`config.mk`:
```
export PLATFORM = sky130hd
export DESIGN_NAME = keypad_scanner
export DESIGN_NICKNAME = d
export VERILOG_FILES = /design/src/rtl/keypad_scanner.sv
export SDC_FILE = /design/constraint.sdc
export NUM_CORES = 1
export LEC_CHECK = 0
export CAP_MARGIN = 20
export CORE_ASPECT_RATIO = 2
export CORE_MARGIN = 10
export CORE_UTILIZATION = 40
export CTS_CLUSTER_DIAMETER = 150
export CTS_CLUSTER_SIZE = 14
export DETAILED_ROUTE_END_ITERATION = 10
export GPL_TIMING_DRIVEN = 0
export HOLD_SLACK_MARGIN = 0.1
export PLACE_DENSITY = 0.57
export SETUP_SLACK_MARGIN = 0.02
export SLEW_MARGIN = 20
export SYNTH_ARGS = -nofsm -noshare
export SYNTH_HDL_FRONTEND = slang
export SYNTH_SLANG_ARGS = --single-unit
```
`constraint.sdc`:
```
create_clock -name clk -period 9.9 [get_ports clk]
set_input_delay 1.98 -clock clk [delete_from_list [all_inputs] [get_ports clk]]
set_output_delay 1.98 -clock clk [all_outputs]
set_load 0.05 [all_outputs]
```
`src/rtl/keypad_scanner.sv`:
```
// keypad_scanner: scans a 4x4 active-low matrix keypad one column at a time,
// builds a 16-bit snapshot of each full scan frame and debounces whole frames.
// A press is reported once as a one-cycle key_valid pulse with its key code.
// key_down stays high until the key has been released for a full debounce run.
module keypad_scanner #(
  parameter int unsigned SCAN_DIV_BITS   = 15,
  parameter int unsigned DEBOUNCE_FRAMES = 4
) (
  input  logic       clk,
  input  logic       reset,
  input  logic [3:0] rows,
  output logic [3:0] cols,
  output logic [3:0] key_code,
  output logic       key_valid,
  output logic       key_down
);

  localparam logic [3:0] DEB_FRAMES = 4'(DEBOUNCE_FRAMES);

  typedef enum logic [1:0] {
    IDLE,
    DEBOUNCE,
    PRESSED
  } state_t;

  logic [3:0]               rows_meta;
  logic [3:0]               rows_sync;
  logic [SCAN_DIV_BITS-1:0] dwell;
  logic [1:0]               col_idx;
  logic [15:0]              map;
  logic [15:0]              map_next;
  logic                     sample;
  logic                     frame_end;
  logic [4:0]               bit_count;
  logic [3:0]               bit_idx;
  logic                     frame_none;
  logic                     frame_key;
  state_t                   state;
  logic [3:0]               cand;
  logic [3:0]               cnt;
  logic [3:0]               rel;

  // Two-flop synchronizer for the asynchronous row lines; idle level is all ones.
  always_ff @(posedge clk) begin
    if (reset) begin
      rows_meta <= 4'b1111;
      rows_sync <= 4'b1111;
    end else begin
      rows_meta <= rows;
      rows_sync <= rows_meta;
    end
  end

  assign sample    = &dwell;
  assign frame_end = sample && (col_idx == 2'd3);

  // One column strobe low at a time, selected by the column index.
  assign cols = ~(4'b0001 << col_idx);

  // Snapshot including the column being sampled this cycle, so the frame
  // classification at column 3 sees the complete frame.
  always_comb begin
    map_next = map;
    map_next[{col_idx, 2'b00} +: 4] = ~rows_sync;
  end

  // Count pressed positions in the frame and remember the index of the last one.
  always_comb begin
    bit_count = 5'd0;
    bit_idx   = 4'd0;
    for (int i = 0; i < 16; i++) begin
      if (map_next[i]) begin
        bit_count = bit_count + 5'd1;
        bit_idx   = 4'(i);
      end
    end
  end

  assign frame_none = (bit_count == 5'd0);
  assign frame_key  = (bit_count == 5'd1);

  // Free-running dwell counter; at each sample point store the column and advance.
  always_ff @(posedge clk) begin
    if (reset) begin
      dwell   <= '0;
      col_idx <= 2'd0;
      map     <= 16'd0;
    end else begin
      dwell <= dwell + 1'b1;
      if (sample) begin
        col_idx <= col_idx + 2'd1;
        map     <= map_next;
      end
    end
  end

  // Frame-level debounce FSM with registered key outputs; acts only at frame end.
  always_ff @(posedge clk) begin
    if (reset) begin
      state     <= IDLE;
      cand      <= 4'd0;
      cnt       <= 4'd0;
      rel       <= 4'd0;
      key_code  <= 4'd0;
      key_valid <= 1'b0;
      key_down  <= 1'b0;
    end else begin
      key_valid <= 1'b0;
      if (frame_end) begin
        case (state)
          IDLE: begin
            if (frame_key) begin
              cand <= bit_idx;
              if (DEB_FRAMES == 4'd1) begin
                state     <= PRESSED;
                cnt       <= 4'd0;
                rel       <= 4'd0;
                key_code  <= bit_idx;
                key_valid <= 1'b1;
                key_down  <= 1'b1;
              end else begin
                state <= DEBOUNCE;
                cnt   <= 4'd1;
              end
            end
          end
          DEBOUNCE: begin
            if (frame_key && (bit_idx == cand)) begin
              if (cnt + 4'd1 >= DEB_FRAMES) begin
                state     <= PRESSED;
                cnt       <= 4'd0;
                rel       <= 4'd0;
                key_code  <= cand;
                key_valid <= 1'b1;
                key_down  <= 1'b1;
              end else begin
                cnt <= cnt + 4'd1;
              end
            end else begin
              state <= IDLE;
              cnt   <= 4'd0;
            end
          end
          PRESSED: begin
            if (frame_none) begin
              if (rel + 4'd1 >= DEB_FRAMES) begin
                state    <= IDLE;
                rel      <= 4'd0;
                key_down <= 1'b0;
              end else begin
                rel <= rel + 4'd1;
              end
            end else begin
              rel <= 4'd0;
            end
          end
          default: begin
            state <= IDLE;
            cnt   <= 4'd0;
            rel   <= 4'd0;
          end
        endcase
      end
    end
  end

endmodule

```
Word level (Yosys, flattened, before mapping). Cells that the tools add are included.

Add/sub/neg operators: 20. Magnitude comparators: 2. Equality and inequality tests: 11. Shift-type cells: 3. Multiplexer cells: 53. Bitwise gates (word level): 7. Reductions and logical operators: 13.

Operator list (number): 2-to-1 mux 4 bit (21); adder 5 x 1 -> 5 bit (second input constant) (15); 2-to-1 mux 5 bit (15); case mux 4 bit (3 select lines) (2); bitwise mux 16 bit (1); variable shift 4 x 6 -> 16 bit (first input constant) (1); variable part select 4 x 6 -> 16 bit (1); adder 15 x 1 -> 15 bit (second input constant) (1); AND reduction 15 bit (1); 2-to-1 mux 2 bit (5); != test 2 bit (second input constant) (5); adder 4 x 1 -> 4 bit (second input constant) (2); greater-or-equal comparator 4 x 3 -> 1 bit (second input constant) (2); inverter 4 bit (2); AND reduction 4 bit (2); 2-to-1 mux 1 bit (7); negation 4 -> 6 bit (1); case mux 2 bit (3 select lines) (1); AND reduction 3 bit (2); AND reduction 6 bit (1); equality test 5 x 1 -> 1 bit (second input constant) (1); zero test 5 bit (1); inverter 1 bit (5); AND reduction 5 bit (1); other kinds (11) (13).

Flip-flop bits (word level): 61. Output and inout bits: 10. Word-level logic and storage cells: 121.

Logic depth before layout (Yosys ltp).
Depth in word-level cells: 38. Depth in mapped cells: 55. Mapped depth without buffers: 52.

Least setup slack after synthesis. Ideal clock, no wire load.

Kind: register -> register. From: register col_idx[0]. To: register key_code[0]. Library setup time: 0.128 ns. Arrival: 9.828 ns. Required time: 9.772 ns. Slack: -0.056 ns. Cell stages (with the launch flop): 56. Clock period less this slack: 9.956 ns. Path through: dfxtp_1 > buf_6 > inv_1 > ha_1 > buf_2 > nor4b_1 > nor2_1 > ha_1 > xnor2_1 > ha_1 > a21o_1 > o211ai_1 > inv_1 > ha_1 > nor2b_1 > a22oi_1 > nand2_1 > ha_1 > (+20 left out) > a22oi_1 > ha_1 > nor2b_1 > a21o_1 > ha_1 > mux2_2 > ha_1 > nand2_1 > nand2_1 > ha_1 > xor2_1 > or3_4 > mux2i_4 > nand2_2 > nor4bb_1 > buf_4 > mux2i_1 > nor2_1.

Longest elaborated chain between the ends: 37.

RTL lines: from (decl) (RTL line 29) `logic [1:0] col_idx;`; from (signal assigned) (RTL line 91) `col_idx <= col_idx + 2'd1;`; negation 4 -> 6 bit (RTL line 64) `map_next[{col_idx, 2'b00} +: 4] = ~rows_sync;`; variable part select 4 x 6 -> 16 bit or variable shift 4 x 6 -> 16 bit (tied branches) (RTL line 64); bitwise mux 16 bit (RTL line 64); 2-to-1 mux 1 bit (RTL line 72) `if (map_next[i]) begin`; adder 5 x 1 -> 5 bit (RTL line 73) `bit_count = bit_count + 5'd1;`; 2-to-1 mux 5 bit (RTL line 72); adder 5 x 1 -> 5 bit (RTL line 73); 2-to-1 mux 5 bit (RTL line 72); (+21 left out); 2-to-1 mux 5 bit (RTL line 72); adder 5 x 1 -> 5 bit (RTL line 73); 2-to-1 mux 5 bit (RTL line 72); adder 5 x 1 -> 5 bit (RTL line 73); 2-to-1 mux 5 bit (RTL line 72); equality test 5 x 1 -> 1 bit (RTL line 80) `assign frame_key = (bit_count == 5'd1);`; logical AND 1 bit (RTL line 128) `if (frame_key && (bit_idx == cand)) begin`; AND reduction 4 bit (no line) *; to (signal assigned) (RTL line 118) `key_code <= bit_idx;`; to (signal assigned) (RTL line 133) `key_code <= cand;`; to (decl) (RTL line 13) `output logic [3:0] key_code,`.

Mark *: on every way between the ends. The rest lies on a longest branch, timed or not. A chain may end at the register's enable or synchronous reset.

Worst setup path in the final report.
From: register col_idx[1]. To: register rel[3].

Longest elaborated chain between the ends: 38.

RTL lines: negation 4 -> 6 bit (RTL line 64); variable part select 4 x 6 -> 16 bit or variable shift 4 x 6 -> 16 bit (tied branches) (RTL line 64); bitwise mux 16 bit (RTL line 64); 2-to-1 mux 1 bit (RTL line 72); adder 5 x 1 -> 5 bit (RTL line 73); 2-to-1 mux 5 bit (RTL line 72); adder 5 x 1 -> 5 bit (RTL line 73); 2-to-1 mux 5 bit (RTL line 72); (+22 left out); adder 5 x 1 -> 5 bit (RTL line 73); 2-to-1 mux 5 bit (RTL line 72); adder 5 x 1 -> 5 bit (RTL line 73); 2-to-1 mux 5 bit (RTL line 72); equality test 5 x 1 -> 1 bit (RTL line 80); logical AND 1 bit (RTL line 128); != test 2 bit (no line); AND reduction 4 bit (no line); to (signal assigned) (RTL line 151) `rel <= rel + 4'd1;`; to (decl) (RTL line 41) `logic [3:0] rel;`.

Parallel ways exist; a longest one is shown, timed or not.

==> results.txt <==
fin. max-slew vios -> 0
max incr delay on CP -> 350 ps
Final Non-Filler Cells -> 811
Routed WL per cell -> 17.1 um
critical path's slowest cell -> dfxtp_2
Logic pwr share -> 17.1%
FMAX -> 0.102 GHz
CP Data Required Time -> 10130 ps
Tot GR Track Use -> 17.7%
Critical Path Sink -> rel[3]
I/O Buffers -> 14
asr flop ratio synth -> 0%
placed insts -> 699
crit path DAT -> 10000 ps
class of the most critical setup path -> reg2reg
synth top area cells -> dfxtp_1 (27%), ha_1 (5.8%), xnor2_1 (5.8%)
top cell type's share of synthesized area -> 27.1%
effective utilization at floorplan -> 41.0%
Top Ports -> 16
clock buffer count from CTS -> 9
Via Count -> 4443
Area Overhead vs Synth -> 38.9%
reg2reg setup slack -> 120 ps
post-placement cell area -> 4840 um^2
H-tree depth -> 3
Cell Area, Synth -> 4510 um^2
number of synthesized register bits -> 61
vias in the first global route -> 4613
Hold Vio Cnt, Final -> 0
Slew @ Worst Pin -> 862 ps
status -> finished, final reports clean
Final WS setup -> 124 ps
clk_skew -> 11.0 ps
DIE WIDTH -> 95.1 um
Post-Syn Instances -> 545
RSZ-0062 raised after global routing -> true
Period Utilization, post-route -> 98.7%
CTS Hold Buffers Added -> 0
R2R cell count -> 68
Final setup violation count -> 0
Die Area -> 16200 um^2
first-pass GRT wire length -> 22.8 mm
initial antenna violation count -> 0
hpwl dp -> 8.91 mm
Max-cap violations -> 0
layout cells sized above 1 -> 30.4%
Tot Pwr -> 0.725 mW
Clk pin slew, worst setup/hold paths -> 60 ps
sequential cell area -> 1230 um^2
Power per Cell Area -> 116 nW/um^2
Setup WS pre-CTS -> -1030 ps
most frequent CP cell -> buf_4
Multi-input gate area -> 3480 um^2
sw frac -> 25.7%
Tmin final -> 9780 ps
hold crit path type -> reg2reg
Die H -> 170 um
EDFF count, synth -> 0
largest net degree at the start of global routing -> 14
DRC Markers -> 0
DRT antenna net count -> 0
fin area -> 6270 um^2
ANT cells -> 0
Primary FF master, synth -> dfxtp_1
Total Routed Length -> 13.8 mm
clock buffer depth -> 2
maximum vdd ir drop -> 0.133 mV
Overflow after GRT -> 0
Sequential Power Share -> 34.8%
CP Launch Type -> register
CTS tree -> yes
post-synth cell types -> 71
Mapped Nets -> 572
cell row count -> 54
Worst Setup SP -> col_idx[1]
post-synth top area cell -> dfxtp_1
post-DR vias/cell -> 5.48
Worst-Skew Late Latency -> 340 ps
Seq/Total Area, Yosys -> 27.1%
Root Buffer Master -> clkbuf_16
P_int -> 0.538 mW
Clock Power Share -> 48.1%
clk sinks -> 61
Critical R2R Capture -> rel[3]
CP endpoint kind -> register
fillers -> 960
final setup TNS -> 0 ps
reg2reg start -> col_idx[1]
worst-path fanout max -> 4
GP Congestion -> 0.795
Synth warnings -> 0
DRT iter0 DRCs -> 178
Avg Cell Area, Syn -> 8.28 um^2
core area -> 11000 um^2
P_sw -> 0.186 mW
Final nets -> 693
worst relative slew slack -> 42.3%
Leak Pwr -> 2.54 nW
Pre-antenna DRT Iters -> 4
Yosys cell counts, types with 5 or more instances:
master,n
nor3_1,7
o21ai_0,20
mux2i_1,14
a31o_2,5
and2_1,8
ha_1,21
a31oi_1,9
dfxtp_1,61
nand4_1,6
clkbuf_1,18
a21oi_1,19
nand2_1,45
xor2_1,21
inv_1,19
nand3_1,11
nor2b_1,22
or2_2,9
nand2b_1,5
and3_1,8
nor2_1,68
xnor2_1,30
a21o_1,5
a211oi_1,19
or3_1,9
metrics by stage:
stage / hold WS [ps] / util [%]
global route: 431 / 56.9
finish: 411 / 56.9
floorplan: 389 / -
global placement: 393 / 44.0
detailed placement: 400 / 44.0
CTS: 414 / 54.7
placed cells by master, fill, tap and decap left out, types with 4 or more instances in the layout:
| cell type | Yosys | routed |
|---|---|---|
| a31oi_1 | 9 | 8 |
| a211oi_1 | 19 | 18 |
| nor3_1 | 7 | 7 |
| a21o_1 | 5 | 5 |
| clkbuf_1 | 18 | 18 |
| a22o_1 | 4 | 4 |
| ha_1 | 21 | 13 |
| mux2i_1 | 14 | 13 |
| clkbuf_16 | 0 | 9 |
| nor3b_1 | 4 | 4 |
| buf_4 | 1 | 96 |
| or2_2 | 9 | 9 |
| xnor2_1 | 30 | 30 |
| nor2b_1 | 22 | 19 |
| o21ai_0 | 20 | 17 |
| nor4b_4 | 1 | 5 |
| ha_4 | 0 | 8 |
| a21oi_1 | 19 | 16 |
| nand4_1 | 6 | 6 |
| clkdlybuf4s50_1 | 0 | 14 |
| nand3_1 | 11 | 11 |
| a31o_2 | 5 | 5 |
| nor2_1 | 68 | 62 |
| and2_1 | 8 | 6 |
| xnor3_2 | 4 | 4 |
| nand2_1 | 45 | 39 |
| and3_1 | 8 | 8 |
| o21ai_1 | 3 | 4 |
| nor2_2 | 1 | 4 |
| nand2_4 | 0 | 4 |
| or3_1 | 9 | 9 |
| xor2_1 | 21 | 19 |
| inv_1 | 19 | 16 |
| dfxtp_1 | 61 | 59 |
| xnor2_2 | 4 | 4 |
| nand2b_1 | 5 | 5 |
final cells by class:
class                           count  share of cell area (%)
Inverter                           19                    1.22
Clock buffer                        9                    3.59
Sequential cell                    61                    19.6
Clock inverter                      7                    1.70
Multi-Input combinational cell    442                    55.6
Timing Repair Buffer              111                    13.9
Buffer                             22                    1.66
Tap cell                          140                    2.79
metal layers:
metal	GRT usage, %	vias up	share of wire, %
met5	0	-	0
met4	8.90	0	4.6
met3	2.95	52	2.8
met2	34.2	96	57
met1	16.8	2120	36
li1	-	2175	-
worst max-delay path: cells and delay by family, from the launching register on:
kind | cells | cell delay [ps]
buffers and inverters | 52 | 6380
AO/OA/AOI/OAI | 8 | 1380
AND/OR/NAND/NOR | 6 | 1170
flip-flops | 1 | 350
adder cells (fa/ha/maj) | 1 | 250
XOR/XNOR | 1 | 130
registers in the layout, indices dropped and copies added (netlist names):
name / flops
cand: 4
cnt: 4
col_idx: 2
dwell: 15
key_code: 4
key_down: 1
key_valid: 1
map: 16
rel: 4
rows_meta: 4
rows_sync: 4
state: 2
worst min-delay path by stage:
stage | from | to | slack, ps | cells after the start
detailed placement | rows_meta[1] | rows_sync[1] | 400 | 1
global route | rows_meta[3] | rows_sync[3] | 430 | 1
global placement | rows_meta[1] | rows_sync[1] | 390 | 1
CTS | rows_meta[1] | rows_sync[1] | 410 | 1
floorplan | rows_meta[0] | rows_sync[0] | 390 | 1
finish | rows_meta[1] | rows_sync[1] | 410 | 1
power groups by stage:
stage	clock network (mW)	registers, mW	logic (mW)
6_report	0.349	0.252	0.124
3_3_place_gp	0	0.257	0.0668
4_1_cts	0.355	0.252	0.108
2_1_floorplan	0	0.256	0.0534
3_5_place_dp	0	0.257	0.0688
5_1_grt	0.369	0.252	0.135
cell families after synthesis:
| kind of cell | share of synthesized area, % |
|---|---|
| flip-flops | 27.1 |
| AND/OR/NAND/NOR | 27.3 |
| AO/OA/AOI/OAI | 17.0 |
| XOR/XNOR | 14.9 |
| buffers and inverters | 3.83 |
| multiplexers | 4.10 |
| adder cells (fa/ha/maj) | 5.82 |
what timing repair did:
item,4_1_cts,5_1_grt
cloned,0,0
setup endpoints to repair,20,20
endpoints found under the hold margin,0,0
buffers inserted,87,12
pin swaps,22,42
resized for setup,41,39
No activity file was read; power rests on OpenSTA's default activity.
==> edit 1, RTL diff (same flow settings) <==
Register the input `rows` before use. The logic sees it one clock later.
--- a/src/rtl/keypad_scanner.sv
+++ b/src/rtl/keypad_scanner.sv
@@ -25,2 +25,8 @@
 
+  logic [3:0] rows_q;
+
+  always_ff @(posedge clk) begin
+    rows_q <= rows;
+  end
+
   logic [3:0]               rows_meta;
@@ -48,3 +54,3 @@
     end else begin
-      rows_meta <= rows;
+      rows_meta <= rows_q;
       rows_sync <= rows_meta;
Behaviour: no difference found for any inputs over 10 cycles, from zero or initial values and one cycle with reset high; that may be too few to reach the edited logic, so the function may still have changed.
==> edit 1 against the original RTL <==
  * The run now ends with setup timing left
  * Synthesized cell count increased by 2.9%
  * Wire length decreased by 0.27%
  * Total power increased by 1.3%
  * Final area increased by 6.5%
  * Die area increased by 2.2%
  * Global-route usage decreased by 0.30 points
  * Sequential cell count increased by 4
  * Setup slack got worse by 950 ps
  * Area after synthesis increased by 2.7%
  * Largest power group unchanged
==> edit 1: results (changes against the original RTL) <==
outcome complete, but fails checks (was completed); failing checks setup timing; Worst-Margin Slew 1030 ps (was 862 ps); FF-to-FF End rel[0] (was rel[3]); Final Setup Violations 20 (was 0); WP data arrival 10990 ps (was 10000 ps); largest cells by area after synthesis dfxtp_1 (28%), xnor2_1 (6.4%), nor2_1 (5.9%) (was dfxtp_1 (27%), ha_1 (5.8%), xnor2_1 (5.8%)); DR iter-0 viols 196 (was 178); DP HPWL 9380 um (was 8910 um); slowest stage delay, CP 510 ps (was 350 ps); hold_sp rows_q[3] (was rows_meta[1]); Vias/cell 5.48 (about the same); RR Startpoint col_idx[0] (was col_idx[1]); worst setup margin -830 ps (was 124 ps); Worst Hold End rows_meta[3] (was rows_sync[1]); WHS 409 ps (was 411 ps); register area share after synthesis 28.1% (was 27.1%); nets 718 (was 693); commonest cells in the netlist nor2_1 (73), dfxtp_1 (65), nand2_1 (45) (was nor2_1 (68), dfxtp_1 (61), nand2_1 (45)); peak supply drop 126 uV (was 133 uV); final RePlAce weighted congestion 0.841 (was 0.795); NetSw 0.177 mW (was 0.186 mW); drt total wl 13800 um (about the same); Netlist cell types 73 (was 71); worst-case reg-to-reg path depth 61 (was 68); Pleak 2.59 nW (was 2.54 nW)
[edit 1: routing by layer]
metal	track usage [%]	wire, um	vias up	share of wire (%)
met5	0	0	-	0
met4	10.4	695	0	5.0
met3	2.65	333	41	2.4
met2	33.4	7840	85	57
met1	16.2	4920	2198	36
li1	-	-	2269	-
[edit 1: final cells by class]
cell class                 instances  area (um^2)  area share [%]
inverter                          21         88.8            1.33
multi-input combinational        454         3680            55.2
clock inverter                     6         90.1            1.35
tap                              142          178            2.66
timing repair buffer             119          971            14.5
sequential                        65         1310            19.6
clock buffer                      10          239            3.58
buffer                            21          120            1.80
[edit 1: worst max path at each step]
stage	startpoint	end	slack [ps]	depth (start not counted)
finish	col_idx[0]	rel[0]	-830	61
floorplan	col_idx[0]	rel[0]	-1040	61
global placement	col_idx[0]	cand[3]	-1910	62
global route	col_idx[0]	rel[0]	-1190	61
detailed placement	col_idx[0]	cand[3]	-2120	62
CTS	col_idx[0]	rel[0]	-790	61
[edit 1: per-stage QoR]
step | area (um^2) | TNS, ps | utilization, % | cells
floorplan | 4840 | -16930 | - | 561
CTS | 6500 | -11830 | 57.2 | 828
detailed placement | 5160 | -39610 | 45.4 | 717
global placement | 5160 | -35490 | 45.4 | 717
finish | 6670 | -13000 | 58.8 | 838
global route | 6670 | -20630 | 58.8 | 838
[edit 1: critical path, delay by kind of cell (launching register included)]
| kind | cells | cell delay [ps] |
|---|---|---|
| fa+ha+maj | 15 | 3900 |
| compound gates | 17 | 2030 |
| mux | 2 | 480 |
| buf+inv | 8 | 590 |
| flops | 1 | 350 |
| simple gates | 19 | 3280 |
[edit 1: kinds of logic (layout without fill, tap and decap cells)]
kind of cell,count (synthesis),after routing,share of synthesized area [%]
compound gates,120,120,18.1
xor+xnor,61,61,13.8
fa+ha+maj,22,22,5.89
buf+inv,42,177,3.75
flops,65,65,28.1
mux,15,15,3.46
simple gates,236,236,26.9
[edit 1: power groups by stage]
| stage | Combinational (mW) | Clock, mW | Sequential (mW) |
|---|---|---|---|
| finish | 0.121 | 0.345 | 0.268 |
| global route | 0.131 | 0.362 | 0.269 |
| CTS | 0.112 | 0.355 | 0.268 |
| detailed placement | 0.0698 | 0 | 0.274 |
| global placement | 0.0677 | 0 | 0.274 |
| floorplan | 0.0550 | 0 | 0.273 |
[edit 1: timing repair]
item	CTS	global route
gates resized for setup	52	20
setup buffers	99	15
setup endpoints to repair	20	20
pin swaps	44	30
==> edit 2, RTL diff (same flow settings) <==
Without the edit above. Set the parameter `SCAN_DIV_BITS` to 19 (it was 15).
--- a/src/rtl/keypad_scanner.sv
+++ b/src/rtl/keypad_scanner.sv
@@ -5,3 +5,3 @@
 module keypad_scanner #(
-  parameter int unsigned SCAN_DIV_BITS   = 15,
+  parameter int unsigned SCAN_DIV_BITS   = 19,
   parameter int unsigned DEBOUNCE_FRAMES = 4
Function: no difference found for any inputs over 10 cycles, from zero or initial values and one cycle with reset high; that may be too few to reach the edited logic, so the function may still have changed.
==> edit 2 against the original RTL <==
  * Fmax rose by 0.97%
  * Final cell count fell by 3.8%
  * Setup slack improved by 94 ps
  * Sequential cell count rose by 4
  * Total power fell by 5.1%
  * Critical path type unchanged
  * First-iteration DRC count fell by 6.7%
  * Synthesized cell count rose by 5.1%
  * Largest cell class unchanged
  * Area after synthesis rose by 8.6%
  * Final area fell by 2.0%
  * Core utilization fell by 5.9 points
  * Wire length fell by 6.1%
==> edit 2: results (changes against the original RTL) <==
DRT Pass-1 Iters 4 (unchanged); slowest stage delay, CP 410 ps (was 350 ps); biggest regs dwell: 19 flops, map: 16 flops (was map: 16 flops, dwell: 15 flops); hold_sp rows_meta[3] (was rows_meta[1]); DR iter-0 viols 166 (was 178); CLK BUF 11 (was 9); FF-to-FF End cnt[1] (was rel[3]); # placed instances 734 (was 699); Synth Warn # 0 (unchanged); Largest delay share family, worst path adder cells (was buffers and inverters); vias in the first global route 4554 (was 4613); register area share after synthesis 26.5% (was 27.1%); final cell count without fillers 780 (was 811); IO Port Bufs 14 (unchanged); Seq cells 65 (was 61); sequential power share 38.7% (was 34.8%); largest cells by area after synthesis dfxtp_1 (27%), nor2_1 (6.1%), xnor2_1 (5.7%) (was dfxtp_1 (27%), ha_1 (5.8%), xnor2_1 (5.8%)); WHS 404 ps (was 411 ps); fraction of layout cells with a size suffix above 1 25.6% (was 30.4%); Non-clock buffers, area share 7.96% (was 15.6%); Post-CTS Setup Inserts 16 (was 87); largest net degree at the start of global routing 12 (was 14); first-pass GRT wire length 21400 um (was 22800 um); crit-path max FO 5 (was 4); Tap Cells 147 (was 140); Pleak 2.32 nW (was 2.54 nW); syn nets 600 (was 572); Multi-input gate area 3760 um^2 (was 3480 um^2); Worst Hold End rows_sync[3] (was rows_sync[1]); clock-cell share of area 4.95% (was 5.29%); DP HPWL 9810 um (was 8910 um); Setup Skew 6.09 ps (was 11.0 ps); Vias/cell 5.67 (was 5.48); post_cts resized 21 (was 41); flop2flop setup slack 220 ps (was 120 ps); Worst-Margin Slew 998 ps (was 862 ps); Slowest-stage cell, CP or3_4 (was dfxtp_2); final RePlAce weighted congestion 0.840 (was 0.795); outcome completed (unchanged); commonest cells in the netlist nor2_1 (80), dfxtp_1 (65), nand2_1 (36) (was nor2_1 (68), dfxtp_1 (61), nand2_1 (45)); Netlist cell types 90 (was 71); RR Startpoint col_idx[1] (unchanged); WP data arrival 9920 ps (was 10000 ps); Clk. pwr 0.320 mW (was 0.349 mW); peak supply drop 170 uV (was 133 uV); nonclk buf count 66 (was 133); nets 656 (was 693); Total Power 0.688 mW (was 0.725 mW); worst-case reg-to-reg path depth 58 (was 68); nonclk inv count 25 (was 19); per-cell routed wire length 16.6 um (was 17.1 um); Post-Synthesis Cells 573 (was 545); NetSw 0.166 mW (was 0.186 mW); fillers 1161 (was 960); sequential cell area 1310 um^2 (was 1230 um^2); GRT Total Usage 14.5% (was 17.7%); placed cell area 5280 um^2 (was 4840 um^2); multi-input gate count 462 (was 442)
==> edit 2: stage by stage <==
step	util, %	worst slack (ps)
finish	51.0	218
global route	51.0	-264
CTS	48.2	24.0
detailed placement	43.8	-1140
global placement	43.8	-1020
floorplan	-	58.2
==> edit 2: routing by layer <==
metal | track usage [%] | routed length (um) | vias to the layer above
li1 | - | - | 2186
met1 | 13.5 | 4740 | 2133
met2 | 29.7 | 7610 | 75
met3 | 2.43 | 344 | 27
met4 | 5.64 | 289 | 0
met5 | 0 | 0 | -
==> edit 2: kinds of logic after synthesis <==
kind of cell,Yosys count,share of synthesized area (%)
adders and majority gates,22,5.56
DFF,65,26.5
buffers and inverters,46,3.95
and+or+nand+nor,232,25.8
AOI/OAI and AO/OA,122,18.9
xor gates and xnor gates,65,14.5
muxes,21,4.69
